File: src/rtl/sprite_pixel_fifo_pkg.sv
// Shared types and defaults for the PPU pixel FIFO.
// Latency: n/a (declarations only).
// Backpressure: n/a (declarations only).
//
// Contents: default pixel/attribute/row widths, the transparent colour
// index and the default-width FIFO entry struct.
package sprite_fifo_pkg;

    localparam int DEF_PIX_W   = 2;
    localparam int DEF_ATTR_W  = 2;
    localparam int DEF_ROW_LEN = 8;

    // Colour index 0 is see-through; mixing treats it as "slot free".
    localparam logic [DEF_PIX_W-1:0] PIX_TRANSPARENT = '0;

    typedef struct packed {
        logic [DEF_PIX_W-1:0]  color;
        logic [DEF_ATTR_W-1:0] attr;
    } pix_entry_t;

endpackage

File: src/rtl/sprite_pixel_fifo_row_merge.sv
// Orders an incoming tile row and decides which of its slots get written.
// Latency: combinational.
// Backpressure: none; the caller only uses the outputs on an accepted push.
//
// Ports:
//   row_color  ROW_LEN pixels as fetched, pixel 0 in the low bits
//   flip       reverse pixel order (pixel ROW_LEN-1 becomes slot 0)
//   mix        overlay the row onto the queued window instead of appending
//   win_color  colours currently stored at head+0..head+ROW_LEN-1
//   win_count  how many of those window slots hold live entries
//   wr_color   slot-ordered colours to write
//   wr_en      per-slot write enable
module pixel_row_merge
    import sprite_fifo_pkg::*;
#(
    parameter int PIX_W   = DEF_PIX_W,
    parameter int ROW_LEN = DEF_ROW_LEN,
    parameter int OCC_W   = 5
) (
    input  logic [ROW_LEN*PIX_W-1:0] row_color,
    input  logic                     flip,
    input  logic                     mix,
    input  logic [ROW_LEN*PIX_W-1:0] win_color,
    input  logic [OCC_W-1:0]         win_count,
    output logic [ROW_LEN*PIX_W-1:0] wr_color,
    output logic [ROW_LEN-1:0]       wr_en
);

    localparam logic [PIX_W-1:0] TRANSP = PIX_W'(PIX_TRANSPARENT);

    logic [ROW_LEN*PIX_W-1:0] row_ord;

    // Slot k holds the k-th pixel to be shown, after optional flip.
    always_comb begin
        row_ord = '0;
        for (int k = 0; k < ROW_LEN; k++) begin
            if (flip) begin
                row_ord[k*PIX_W +: PIX_W] = row_color[(ROW_LEN-1-k)*PIX_W +: PIX_W];
            end else begin
                row_ord[k*PIX_W +: PIX_W] = row_color[k*PIX_W +: PIX_W];
            end
        end
    end

    // Appends write every slot. A mix only touches live slots where the
    // existing pixel is transparent and the new one is not, so the earlier
    // (higher priority) sprite stays on top; slots past the live window
    // are plain appends.
    always_comb begin
        wr_color = row_ord;
        wr_en    = '1;
        for (int k = 0; k < ROW_LEN; k++) begin
            if (mix && (k < int'(win_count))) begin
                wr_en[k] = (win_color[k*PIX_W +: PIX_W] == TRANSP) &&
                           (row_ord[k*PIX_W +: PIX_W] != TRANSP);
            end
        end
    end

endmodule

File: src/rtl/sprite_pixel_fifo.sv
// Pixel FIFO: accepts whole tile rows, emits one pixel per T-cycle tick.
// Latency: popped pixel is registered, valid one clk after its pop tick.
// Backpressure: push_ready_out drops once a full row no longer fits.
//
// Optional feature: define SPRITE_FIFO_MIX_EN to add mix_in (sprite overlay).
// Ports:
//   clk_in, rst_n_in             clock, async active-low reset
//   tick_in                      T-cycle enable for push and pop
//   flush_in                     synchronous clear, independent of tick_in
//   push_valid_in/push_ready_out row handshake
//   row_color_in, row_attr_in    row pixels and shared attributes
//   flip_in                      horizontal flip of the row
//   pop_in                       pixel request
//   pixel_valid_out/_color/_attr popped pixel (1-clk valid pulse)
//   occupancy_out, empty_out     fill level
//   err_out                      sticky [0] push overflow, [1] pop underflow
module sprite_pixel_fifo
    import sprite_fifo_pkg::*;
#(
    parameter int PIX_W   = DEF_PIX_W,
    parameter int ATTR_W  = DEF_ATTR_W,
    parameter int ROW_LEN = DEF_ROW_LEN,
    parameter int DEPTH   = 16
) (
    input  logic                       clk_in,
    input  logic                       rst_n_in,
    input  logic                       tick_in,
    input  logic                       flush_in,
    input  logic                       push_valid_in,
    output logic                       push_ready_out,
    input  logic [ROW_LEN*PIX_W-1:0]   row_color_in,
    input  logic [ATTR_W-1:0]          row_attr_in,
    input  logic                       flip_in,
    input  logic                       pop_in,
`ifdef SPRITE_FIFO_MIX_EN
    input  logic                       mix_in,
`endif
    output logic                       pixel_valid_out,
    output logic [PIX_W-1:0]           pixel_color_out,
    output logic [ATTR_W-1:0]          pixel_attr_out,
    output logic [$clog2(DEPTH):0]     occupancy_out,
    output logic                       empty_out,
    output logic [1:0]                 err_out
);

    localparam int PTR_W = $clog2(DEPTH);
    localparam int OCC_W = $clog2(DEPTH) + 1;

    typedef struct packed {
        logic [PIX_W-1:0]  color;
        logic [ATTR_W-1:0] attr;
    } entry_t;

    entry_t mem [DEPTH];

    logic [PTR_W-1:0] rd_ptr, wr_ptr, head_nx, base_ptr, wr_nx;
    logic [OCC_W-1:0] occ, occ_pp, occ_nx;
    logic             pop_fire, push_fire, pop_err, push_err, mix_push;

    logic [ROW_LEN*PIX_W-1:0] win_color, wr_color;
    logic [ROW_LEN-1:0]       wr_en;

    assign push_ready_out = (occ <= OCC_W'(DEPTH - ROW_LEN));
    assign pop_fire       = tick_in && pop_in && (occ != '0);
    assign pop_err        = tick_in && pop_in && (occ == '0);
    assign push_fire      = tick_in && push_valid_in && push_ready_out;
    assign push_err       = tick_in && push_valid_in && !push_ready_out;

`ifdef SPRITE_FIFO_MIX_EN
    assign mix_push = push_fire && mix_in;
`else
    assign mix_push = 1'b0;
`endif

    // Head and fill level as seen after any same-tick pop; a mix overlays
    // from here, so the pixel leaving this tick is never overlaid.
    assign head_nx = rd_ptr + PTR_W'(pop_fire);
    assign occ_pp  = occ - OCC_W'(pop_fire);

    // For a mix, head'+occ' equals wr_ptr, so one base covers both the
    // overlay slots and the appended tail.
    assign base_ptr = mix_push ? head_nx : wr_ptr;

    always_comb begin
        win_color = '0;
        for (int k = 0; k < ROW_LEN; k++) begin
            win_color[k*PIX_W +: PIX_W] = mem[head_nx + PTR_W'(k)].color;
        end
    end

    pixel_row_merge #(
        .PIX_W   (PIX_W),
        .ROW_LEN (ROW_LEN),
        .OCC_W   (OCC_W)
    ) u_merge (
        .row_color (row_color_in),
        .flip      (flip_in),
        .mix       (mix_push),
        .win_color (win_color),
        .win_count (occ_pp),
        .wr_color  (wr_color),
        .wr_en     (wr_en)
    );

    always_comb begin
        occ_nx = occ_pp;
        wr_nx  = wr_ptr;
        if (push_fire) begin
            if (mix_push) begin
                occ_nx = (occ_pp > OCC_W'(ROW_LEN)) ? occ_pp : OCC_W'(ROW_LEN);
                // A full queue gives low bits 0, i.e. wr_ptr lands on head.
                wr_nx  = head_nx + occ_nx[PTR_W-1:0];
            end else begin
                occ_nx = occ_pp + OCC_W'(ROW_LEN);
                wr_nx  = wr_ptr + PTR_W'(ROW_LEN);
            end
        end
    end

    // Storage has no reset; gating on rst_n_in keeps a push that coincides
    // with reset from landing in the array.
    always_ff @(posedge clk_in) begin
        if (rst_n_in && push_fire && !flush_in) begin
            for (int k = 0; k < ROW_LEN; k++) begin
                if (wr_en[k]) begin
                    mem[base_ptr + PTR_W'(k)].color <= wr_color[k*PIX_W +: PIX_W];
                    mem[base_ptr + PTR_W'(k)].attr  <= row_attr_in;
                end
            end
        end
    end

    always_ff @(posedge clk_in or negedge rst_n_in) begin
        if (!rst_n_in) begin
            rd_ptr          <= '0;
            wr_ptr          <= '0;
            occ             <= '0;
            pixel_valid_out <= 1'b0;
            pixel_color_out <= '0;
            pixel_attr_out  <= '0;
            err_out         <= '0;
        end else if (flush_in) begin
            rd_ptr          <= '0;
            wr_ptr          <= '0;
            occ             <= '0;
            pixel_valid_out <= 1'b0;
            err_out         <= '0;
        end else begin
            pixel_valid_out <= pop_fire;
            if (pop_fire) begin
                pixel_color_out <= mem[rd_ptr].color;
                pixel_attr_out  <= mem[rd_ptr].attr;
            end
            rd_ptr  <= head_nx;
            wr_ptr  <= wr_nx;
            occ     <= occ_nx;
            err_out <= err_out | {pop_err, push_err};
        end
    end

    assign occupancy_out = occ;
    assign empty_out     = (occ == '0);

endmodule

File: config.mk
export PLATFORM = sky130hd
export DESIGN_NAME = sprite_pixel_fifo
export DESIGN_NICKNAME = d
export VERILOG_FILES = /design/src/rtl/sprite_pixel_fifo_pkg.sv /design/src/rtl/sprite_pixel_fifo_row_merge.sv /design/src/rtl/sprite_pixel_fifo.sv
export SDC_FILE = /design/constraint.sdc
export NUM_CORES = 1
export LEC_CHECK = 0
export BUFFER_PORTS_ARGS = -buffer_cell sky130_fd_sc_hd__buf_4
export CAP_MARGIN = 30
export CORE_UTILIZATION = 55
export DETAILED_ROUTE_END_ITERATION = 16
export GPL_TIMING_DRIVEN = 0
export PLACE_DENSITY = 0.87
export SLEW_MARGIN = 20
export SYNTH_ARGS = -nofsm -noshare
export SYNTH_HDL_FRONTEND = slang
export SYNTH_SLANG_ARGS = --single-unit
File: constraint.sdc
create_clock -name clk_in -period 3.1 [get_ports clk_in]
set_input_delay 0 -clock clk_in [delete_from_list [all_inputs] [get_ports clk_in]]
set_output_delay 0 -clock clk_in [all_outputs]
set_load 0.05 [all_outputs]
==> key figures, run 1 <==
Die
  – I/O pins: 39
  – Core Rows: 27
  – Die Y: 78.7 um
  – Die X-Extent: 78.7 um
  – Core Region: 5610 um2
  – Starting Density: 57.8%
  – Die ar.: 6200 um2

Critical path
  – WS Path Type: register to register
  – Slowest CP cell: dlygate4sd3_1
  – Internal reg-to-reg setup slack: 0.35 ns
  – Worst path max stage delay: 0.55 ns
  – CP Max Fanout: 7
  – CP arrival: 2.86 ns
  – Reg2Reg Depth: 5
  – CP Launch Type: register
  – Crit. End Element: register
  – Cells along the critical path: o31a_1 > nor4_4 > xnor2_1 > mux2_2 > dlygate4sd3_1
  – Req. time, crit path: 3.20 ns

STA
  – Worst slew margin: 35.5%
  – Final Setup Violations: 0
  – Final Hold Violating Endpoints: 0
  – Clk_skew: 0.0136 ns
  – Final setup TNS: 0 ns
  – Final WS setup: 0.347 ns
  – Slew Limit Fails: 0
  – Hold slack: 0.0558 ns
  – Worst-Margin Slew: 0.959 ns
  – Tcrit/Tclk final: 88.8%
  – RSZ-0062 raised after global routing: no
  – FMAX: 363 MHz
  – Post-layout minimum cycle time: 2.75 ns

Global routing
  – Gr ovfl total: 0
  – Largest net degree at the start of global routing: 20
  – GRT Util Overall: 25.5%
  – First-pass GRT wire length: 11,200 um
  – Number of global-route vias before repair: 2,226
  – Initial antenna violation count: 0

Synthesis
  – Unique cell type count in the Yosys netlist: 36
  – Syn Std Cell Area: 3240 um2
  – Seq/Total Area, Yosys: 61.3%
  – Mapped Avg Cell Area: 14.5 um2
  – Yosys Warn Count: 0
  – Top FF cell, synth: edfxtp_1
  – Syn_nets: 252
  – Fraction of registers with async set/reset: 24.6%
  – EDFF count, synth: 52
  – Cells after synthesis: 223
  – Yosys reg bits: 69

Route
  – Top Metal Used: met4
  – DRC: 0
  – DR WL/cell: 19.1 um
  – Metal2 WL: 3530 um
  – Vias per inst: 5.98
  – Routed vias: 2,181
  – DR iter-0 viols: 202
  – Drt pass-1 iters: 4
  – DRT met1 WL: 2790 um
  – WL final: 6970 um
  – Final ANT Viol Nets: 0
  – Met3 wire len: 443 um

Clocking
  – Post-CTS Repair Setup Buffers: 0
  – CTS Buffer Depth: 2
  – Post-CTS sizing: 0
  – CTS clk-pin slew, worst paths: 0.08 ns
  – Clock latency on the worst-skew pair: 0.35 ns
  – Root Buffer: clkbuf_8
  – Htree depth: 3
  – CTS tree: built
  – Total CTS buffers: 9
  – Cts hold-fix bufs: 12
  – Clk sinks: 69

Worst hold path
  – HP Class: primary input to asynchronous set/reset pin

Final layout
  – Final net count: 317
  – Non-filler instance count after layout: 365
  – Area Overhead vs Synth: 21.9%
  – Layout cells sized above 1: 30.4%
  – Diode count: 0

Power and ir drop
  – Design Power: 2.88 mW
  – Pwr per Cell Area: 729 nW/um2
  – Worst ir drop on vdd: 0.458 mV
  – Leak: 1.49 nW

Placement
  – Placed Cells: 336
  – Gpl congestion: 0.873
  – Post-detail-place hpwl: 4930 um
  – # port buffers: 36
  – Pre-CTS setup slack: 0.502 ns

Run status
  – Outcome: complete, no violations

Flow run
  – MaxCap Viol Count: 0
## final cells by class
| class | count | area (um2) |
|---|---|---|
| Sequential cell | 69 | 1990 |
| Fill cell | 398 | 1660 |
| Multi-Input combinational cell | 137 | 1190 |
| Timing Repair Buffer | 54 | 420 |
| Clock buffer | 13 | 170 |
| Tap cell | 72 | 90.1 |
| Buffer | 13 | 58.8 |
| Clock inverter | 3 | 17.5 |
| Inverter | 4 | 15.0 |
## state kept, by name, summed over array words and instances (netlist names)
signal	flops
pixel_color_out	2
rd_ptr	4
err_out	2
pixel_attr_out	2
base_ptr	1
occupancy_out	5
mem	52
pixel_valid_out	1
## report_power, final
part / switching, mW / internal [mW]
Combinational: 0.644 / 0.364
Clock: 0.331 / 0.361
Sequential: 0.0876 / 1.09
## synthesized netlist by cell type (2+ instances only)
library cell	number	area, um2
nor3b_1	2	15.0
mux2_2	11	124
mux2i_1	16	160
mux4_2	12	270
a21oi_1	30	150
o22ai_1	2	12.5
nand2_1	2	7.51
nor2b_1	3	18.8
nor4_4	2	42.5
and3_1	2	12.5
inv_1	4	15.0
buf_2	2	10.0
dfrtp_1	17	425
edfxtp_1	52	1560
nor3_1	3	15.0
buf_1	2	7.51
xor2_1	2	17.5
clkbuf_1	8	30.0
ha_1	4	50.1
nor4_1	8	50.1
nor2_1	17	63.8
xnor2_1	8	70.1
## layer usage
layer,GRT usage [%],up-vias
met5,0,-
met3,6.67,17
met4,14.1,0
li1,-,994
met2,40.3,92
met1,32.2,1078
## critical path: cells and delay by family, from the launching register on
kind | cells | cell delay (ns)
AO/OA/AOI/OAI | 1 | 0.41
XOR/XNOR | 1 | 0.22
buffers and inverters | 1 | 0.55
flip-flops | 1 | 0.46
multiplexers | 1 | 0.36
AND/OR/NAND/NOR | 1 | 0.50
## cell families after synthesis
| kind of cell | share of synthesized area (%) |
|---|---|
| buffers and inverters | 2.28 |
| DFF | 61.3 |
| adders and majority gates | 1.55 |
| xor gates and xnor gates | 2.70 |
| muxes | 17.1 |
| and+or+nand+nor | 8.15 |
| AOI/OAI and AO/OA | 6.88 |
## cell usage in the layout (no fill, tap or decap), types with 3 or more instances in the layout
| cell type | synthesis | final |
|---|---|---|
| dfrtp_1 | 17 | 17 |
| buf_4 | 0 | 36 |
| clkbuf_1 | 8 | 10 |
| clkbuf_8 | 0 | 10 |
| nor3_1 | 3 | 3 |
| mux2i_1 | 16 | 16 |
| nor2_1 | 17 | 17 |
| mux4_2 | 12 | 12 |
| buf_2 | 2 | 7 |
| ha_1 | 4 | 4 |
| edfxtp_1 | 52 | 52 |
| nor4_1 | 8 | 6 |
| a21oi_1 | 30 | 30 |
| xnor2_1 | 8 | 8 |
| nor2b_1 | 3 | 3 |
| mux2_2 | 11 | 11 |
| dlygate4sd3_1 | 0 | 12 |
| inv_1 | 4 | 4 |
## worst paths after layout
path	startpoint	to
setup / recovery	occupancy_out[2]	mem[7][3]
hold / removal	rst_n_in	pixel_color_out[0]
setup reg to reg	occupancy_out[2]	mem[7][3]
hold reg to reg	pixel_attr_out[0]	pixel_attr_out[0]
max in group asynchronous	rst_n_in	pixel_attr_out[0]
min in group clk_in	row_color_in[2]	mem[14][2]
## through the flow
stage,instance area [um2],util (%)
global route,3950,70.4
floorplan,3240,-
global placement,3600,64.2
CTS,3950,70.3
detailed placement,3640,64.9
finish,3950,70.4
Power figures use the tool's default switching activity.
==> run 2, diff against run 1 <==
--- a/config.mk
+++ b/config.mk
@@ -7,10 +7,12 @@
 export LEC_CHECK = 0
 export BUFFER_PORTS_ARGS = -buffer_cell sky130_fd_sc_hd__buf_4
 export CAP_MARGIN = 30
-export CORE_UTILIZATION = 55
+export CELL_PAD_IN_SITES_DETAIL_PLACEMENT = 2
+export CELL_PAD_IN_SITES_GLOBAL_PLACEMENT = 2
+export CORE_UTILIZATION = 37
 export DETAILED_ROUTE_END_ITERATION = 16
 export GPL_TIMING_DRIVEN = 0
-export PLACE_DENSITY = 0.87
+export PLACE_DENSITY = 0.86
 export SLEW_MARGIN = 20
 export SYNTH_ARGS = -nofsm -noshare
 export SYNTH_HDL_FRONTEND = slang
==> constraint.sdc (replaced) <==
create_clock -name clk_in -period 2.5 [get_ports clk_in]
set_input_delay 0 -clock clk_in [delete_from_list [all_inputs] [get_ports clk_in]]
set_output_delay 0 -clock clk_in [all_outputs]
set_load 0.05 [all_outputs]
==> run 2 against run 1 <==
Net effect: setup slack lost 0.29 ns; register-to-register slack worse by 0.29 ns; hold slack got worse by 0.046 ns; first-iteration DRC count down 41%; core utilization decreased by 21 points; total power increased by 39%; via count rose by 4.2%; sequential power grew 25%; largest cell class unchanged.
==> key figures, run 2 (synthesis results as in run 1) <==
Run status
  – Outcome: complete, no violations

Final layout
  – Most frequent cells in the layout: edfxtp_1, buf_4, a21oi_1
  – Max FFs per register: 52
  – Largest Register: mem
  – Final net count: 313
  – Layout cells sized above 1: 34.9%
  – Multi-input logic area: 1240 um2
  – Area Overhead vs Synth: 26.3%
  – FF+latch area: 1990 um2
  – Final instance area: 4090 um2
  – Fill count: 822
  – Diode count: 0
  – Leading cell type in the layout, fill and taps excluded: edfxtp_1

STA
  – Final setup TNS: 0 ns
  – Final Hold Violating Endpoints: 0
  – Worst-Margin Slew: 0.841 ns
  – FMAX: 409 MHz
  – RSZ-0062 raised after global routing: no
  – Slew Limit Fails: 0
  – Final WS setup: 0.0560 ns
  – Post-layout minimum cycle time: 2.44 ns
  – Tcrit/Tclk final: 97.8%
  – Worst slew margin: 43.5%
  – Clk_skew: 0.0148 ns
  – Hold slack: 0.00944 ns
  – Final Setup Violations: 0

Placement
  – # port buffers: 36
  – DP Area: 3680 um2
  – Post-detail-place hpwl: 6690 um
  – Pre-CTS setup slack: -0.291 ns
  – Gpl congestion: 0.798

Clocking
  – Root Buffer: clkbuf_8
  – Clk sinks: 69
  – CTS tree: built
  – Clock latency on the worst-skew pair: 0.35 ns
  – CTS Buffer Depth: 2
  – CTS clk-pin slew, worst paths: 0.08 ns
  – Htree depth: 3
  – Total CTS buffers: 9

Power and ir drop
  – Logic pwr share: 32.6%
  – Switching share of power: 35.7%
  – Leak: 1.53 nW
  – Clock share of power: 30.6%
  – Switching pwr: 1.43 mW
  – Pwr per Cell Area: 978 nW/um2
  – Internal Power: 2.57 mW
  – Flop pwr share: 36.8%
  – Worst ir drop on vdd: 0.347 mV

Route
  – Metal2 WL: 5220 um
  – Vias per inst: 5.77
  – Final ANT Viol Nets: 0
  – DRT met1 WL: 4220 um
  – Met3 wire len: 267 um
  – DR iter-0 viols: 119
  – Routed vias: 2,272
  – DR WL/cell: 25.1 um
  – Top Metal Used: met4
  – Drt pass-1 iters: 4
  – DRC: 0
  – WL final: 9890 um

Global routing
  – Number of global-route vias before repair: 2,448
  – Gr ovfl total: 0
  – Largest net degree at the start of global routing: 20
  – Initial antenna violation count: 0
  – GRT Util Overall: 23.4%
  – First-pass GRT wire length: 14,800 um

Die
  – Die Y: 95.6 um
  – Core Rows: 33
  – Core Region: 8340 um2
  – Starting Density: 38.8%
  – Die ar.: 9130 um2
  – I/O pins: 39
  – Die X-Extent: 95.6 um

Flow run
  – MaxCap Viol Count: 0

Worst hold path
  – Worst hold endpoint: mem[15][2]
  – HP Class: primary input to register
  – Hold path cells: 2
  – Hold_sp: row_color_in[14]

Critical path
  – Internal reg-to-reg setup slack: 0.06 ns
  – CP arrival: 2.51 ns
  – Crit. End Element: register
  – CP Launch Type: register
  – Req. time, crit path: 2.56 ns
  – Reg2reg start: occupancy_out[2]
  – Reg2reg end: mem[8][1]
  – WS Path Type: register to register
  – Reg2Reg Depth: 4
  – CP Max Fanout: 10
run 2: changes by cell type in the layout (fill, tap and decap cells not counted), sizes merged:
cell,delta
clkinv,+2
bufinv,+4
dlygate4sd3,-4
buf,+1
clkbuf,-5
inv,-2
run 2: layer usage:
| metal | up-vias | global-route usage (%) |
|---|---|---|
| met1 | 1211 | 28.9 |
| met2 | 56 | 40.5 |
| li1 | 988 | - |
| met5 | - | 0 |
| met4 | 0 | 9.33 |
| met3 | 17 | 4.23 |
run 2: area by class of cell:
class,count,area share (%)
sequential,69,48.6
timing repair buffer,50,9.66
clock buffer,9,3.03
multi-input combinational,137,30.3
buffer,13,1.53
inverter,4,0.367
clock inverter,7,3.36
tap,105,3.21
run 2: how the worst max path moves through the flow:
stage	startpoint	to	slack, ns	depth (start not counted)
floorplan	occupancy_out[2]	occupancy_out[4]	0.04	9
global route	rst_n_in	mem[4][2]	0.02	7
detailed placement	occupancy_out[2]	mem[4][2]	-0.29	4
CTS	occupancy_out[2]	mem[4][0]	-0.03	3
global placement	occupancy_out[2]	mem[4][2]	-0.13	4
finish	occupancy_out[2]	mem[8][1]	0.06	4
run 2: timing repair:
item / CTS / global route
gates cloned: 0 / 0
endpoints found under the setup margin: 33 / 18
endpoints found under the hold margin: 44 / 0
hold buffers: 8 / 0
pin swaps: 0 / 1
resized for setup: 5 / 6
setup buffers: 0 / 1
run 2: through the flow:
step                      power [mW]  utilization [%]  instances
after detailed placement        2.75             44.2        368
after floorplan                 2.34                -        223
after CTS                       4.00             48.5        392
after global routing            4.15             49.1        394
after global placement          2.67             43.7        364
final                           4.00             49.1        394
run 2: critical path: stages, from the launching register on:
cell      delay, ns
dfrtp_1        0.46
o31a_1         0.43
clkbuf_1       0.35
nor4_2         0.65
buf_2          0.28
run 2: power groups by stage:
| stage | Sequential [mW] | Clock (mW) | Combinational (mW) |
|---|---|---|---|
| 2_1_floorplan | 1.72 | 0 | 0.617 |
| 3_3_place_gp | 1.49 | 0 | 1.18 |
| 3_5_place_dp | 1.50 | 0 | 1.26 |
| 4_1_cts | 1.48 | 1.23 | 1.29 |
| 5_1_grt | 1.49 | 1.28 | 1.38 |
| 6_report | 1.47 | 1.23 | 1.30 |
==> run 3, diff against run 2 <==
--- a/config.mk
+++ b/config.mk
@@ -11,7 +11,6 @@
 export CELL_PAD_IN_SITES_GLOBAL_PLACEMENT = 2
 export CORE_UTILIZATION = 37
 export DETAILED_ROUTE_END_ITERATION = 16
-export GPL_TIMING_DRIVEN = 0
 export PLACE_DENSITY = 0.86
 export SLEW_MARGIN = 20
 export SYNTH_ARGS = -nofsm -noshare
==> run 3 against run 2 <==
Net effect: non-clock buffer count shrank 1; setup slack gained 0.074 ns; core utilization shrank 1.1 points; flip-flop and latch count is the same; register-to-register slack gained 0.07 ns; count of clock-buffer cells in the layout grew 2; total power shrank 9.7%; final cell count shrank 0.25%.
==> key figures, run 3 (synthesis results as in run 1) <==
Run status
  – Outcome: complete, no violations

Final layout
  – Largest Register: mem
  – Final net count: 312
  – Most frequent cells in the layout: buf_4, edfxtp_1, a21oi_1
  – FF+latch area: 1990 um2
  – Area Overhead vs Synth: 23.4%
  – Layout cells sized above 1: 34.4%
  – Non-filler instance count after layout: 393
  – Leading cell type in the layout, fill and taps excluded: buf_4
  – Max FFs per register: 52
  – Fill count: 820
  – Diode count: 0
  – Multi-input logic area: 1190 um2

STA
  – Worst-Margin Slew: 0.678 ns
  – Hold slack: 0.0130 ns
  – FMAX: 422 MHz
  – Slew Limit Fails: 0
  – Final Hold Violating Endpoints: 0
  – RSZ-0062 raised after global routing: no
  – Worst slew margin: 54.7%
  – Final Setup Violations: 0
  – Post-layout minimum cycle time: 2.37 ns
  – Tcrit/Tclk final: 94.8%
  – Clk_skew: 0.0115 ns
  – Final setup TNS: 0 ns

Route
  – Vias per inst: 5.45
  – Routed vias: 2,143
  – Drt pass-1 iters: 4
  – DR WL/cell: 22.3 um
  – Final ANT Viol Nets: 0
  – DRC: 0
  – DR iter-0 viols: 74
  – WL final: 8780 um

Critical path
  – Req. time, crit path: 2.78 ns
  – WS Path Type: register to register
  – Worst path max stage delay: 0.56 ns
  – CP arrival: 2.65 ns
  – Slowest CP cell: dlygate4sd3_1
  – CP Launch Type: register
  – CP Max Fanout: 6
  – Cells along the critical path: nor3_2 > and2_2 > a31oi_1 > dlygate4sd3_1 > nor2_1 > dlygate4sd3_1
  – Cell mode on critical path: dlygate4sd3_1
  – Crit. End Element: register

Power and ir drop
  – Flop pwr share: 39.9%
  – Internal Power: 2.25 mW
  – Clock share of power: 23.7%
  – Leak: 1.50 nW
  – Switching share of power: 37.8%
  – Worst ir drop on vdd: 0.309 mV
  – Logic pwr share: 36.4%
  – Pwr per Cell Area: 905 nW/um2
  – Design Power: 3.62 mW
  – Switching pwr: 1.37 mW

Global routing
  – First-pass GRT wire length: 13,300 um
  – Initial antenna violation count: 0
  – Top Usage Layer GRT: met2
  – Met1 Use GR: 25.4%
  – M3 GR Usage: 3.75%
  – M2 GR Usage: 37.2%
  – Gr ovfl total: 0
  – Number of global-route vias before repair: 2,328
  – Largest net degree at the start of global routing: 25
  – GRT Util Overall: 21.1%

Clocking
  – Root Buffer: clkbuf_8
  – CTS tree: built
  – CTS Buffer Depth: 2
  – Clock latency on the worst-skew pair: 0.35 ns
  – CTS clk-pin slew, worst paths: 0.08 ns
  – Clk sinks: 69
  – Total CTS buffers: 9
  – Htree depth: 3

Placement
  – Placed Cells: 368
  – Gpl congestion: 0.767
  – # port buffers: 38
  – Post-detail-place hpwl: 6180 um

Die
  – Die Y: 95.6 um
  – Starting Density: 38.8%
  – Die ar.: 9130 um2
  – Core Region: 8340 um2
  – I/O pins: 39
  – Die X-Extent: 95.6 um
  – Core Rows: 33

Flow run
  – MaxCap Viol Count: 0

Worst hold path
  – HP Class: primary input to register
[run 3: cell types whose count changed in the layout (fill, tap and decap cells not counted), sizes merged]
| cell | previous run | this run |
|---|---|---|
| clkinvlp | 0 | 3 |
| dlygate4sd3 | 8 | 9 |
| bufinv | 4 | 0 |
| clkinv | 3 | 2 |
| clkbuf | 17 | 11 |
| buf | 47 | 53 |
[run 3: per-stage QoR]
stage	worst slack [ns]	util (%)	cell area, um2
after global routing	0.0134	47.9	4000
after floorplan	0.0433	-	3250
final	0.130	47.9	4000
after detailed placement	0.249	44.6	3720
after CTS	0.158	47.9	3990
after global placement	0.443	44.6	3720
[run 3: cell type report]
cell class | instances | area share (%)
flip-flops and latches | 69 | 49.7
multi-input cells | 137 | 29.8
repair buffers | 62 | 12.2
clock buffers | 11 | 3.79
well taps | 105 | 3.29
clock inverters | 5 | 0.876
inverters | 4 | 0.375
[run 3: path summary, 6_finish.rpt]
check / startpoint / end / slack (ns) / cells after the start
setup / recovery: occupancy_out[2] / err_out[1] / 0.13 / 6
hold / removal: row_color_in[14] / mem[15][2] / 0.01 / 2
min in group asynchronous: rst_n_in / err_out[1] / 0.06 / 2
setup reg to reg: occupancy_out[2] / err_out[1] / 0.13 / 6
max in group asynchronous: rst_n_in / rd_ptr[2] / 2.22 / 2
hold reg to reg: pixel_color_out[0] / pixel_color_out[0] / 0.53 / 1
[run 3: worst max-delay path, delay by kind of cell, from the launching register on]
family	cells	cell delay, ns
compound gates	1	0.08
simple gates	3	0.64
buf+inv	2	1.11
flops	1	0.47
[run 3: power groups by stage]
stage / logic [mW] / clock network [mW] / registers (mW)
floorplan: 0.617 / 0 / 1.72
global placement: 1.24 / 0 / 1.45
detailed placement: 1.28 / 0 / 1.47
CTS: 1.32 / 0.869 / 1.44
global route: 1.40 / 0.917 / 1.46
finish: 1.32 / 0.858 / 1.44
[run 3: repair_timing]
| action | 4_1_cts | 5_1_grt |
|---|---|---|
| setup buffers | 0 | 0 |
| endpoints found under the setup margin | 0 | 1 |
| resized for setup | 0 | 1 |
| hold endpoints to repair | 49 | 0 |
| hold buffers | 9 | 0 |
[run 3: metal layers]
metal | vias to the layer above | wire [um]
met5 | - | 0
met2 | 46 | 4700
li1 | 981 | -
met1 | 1103 | 3620
met4 | 0 | 165
met3 | 13 | 297
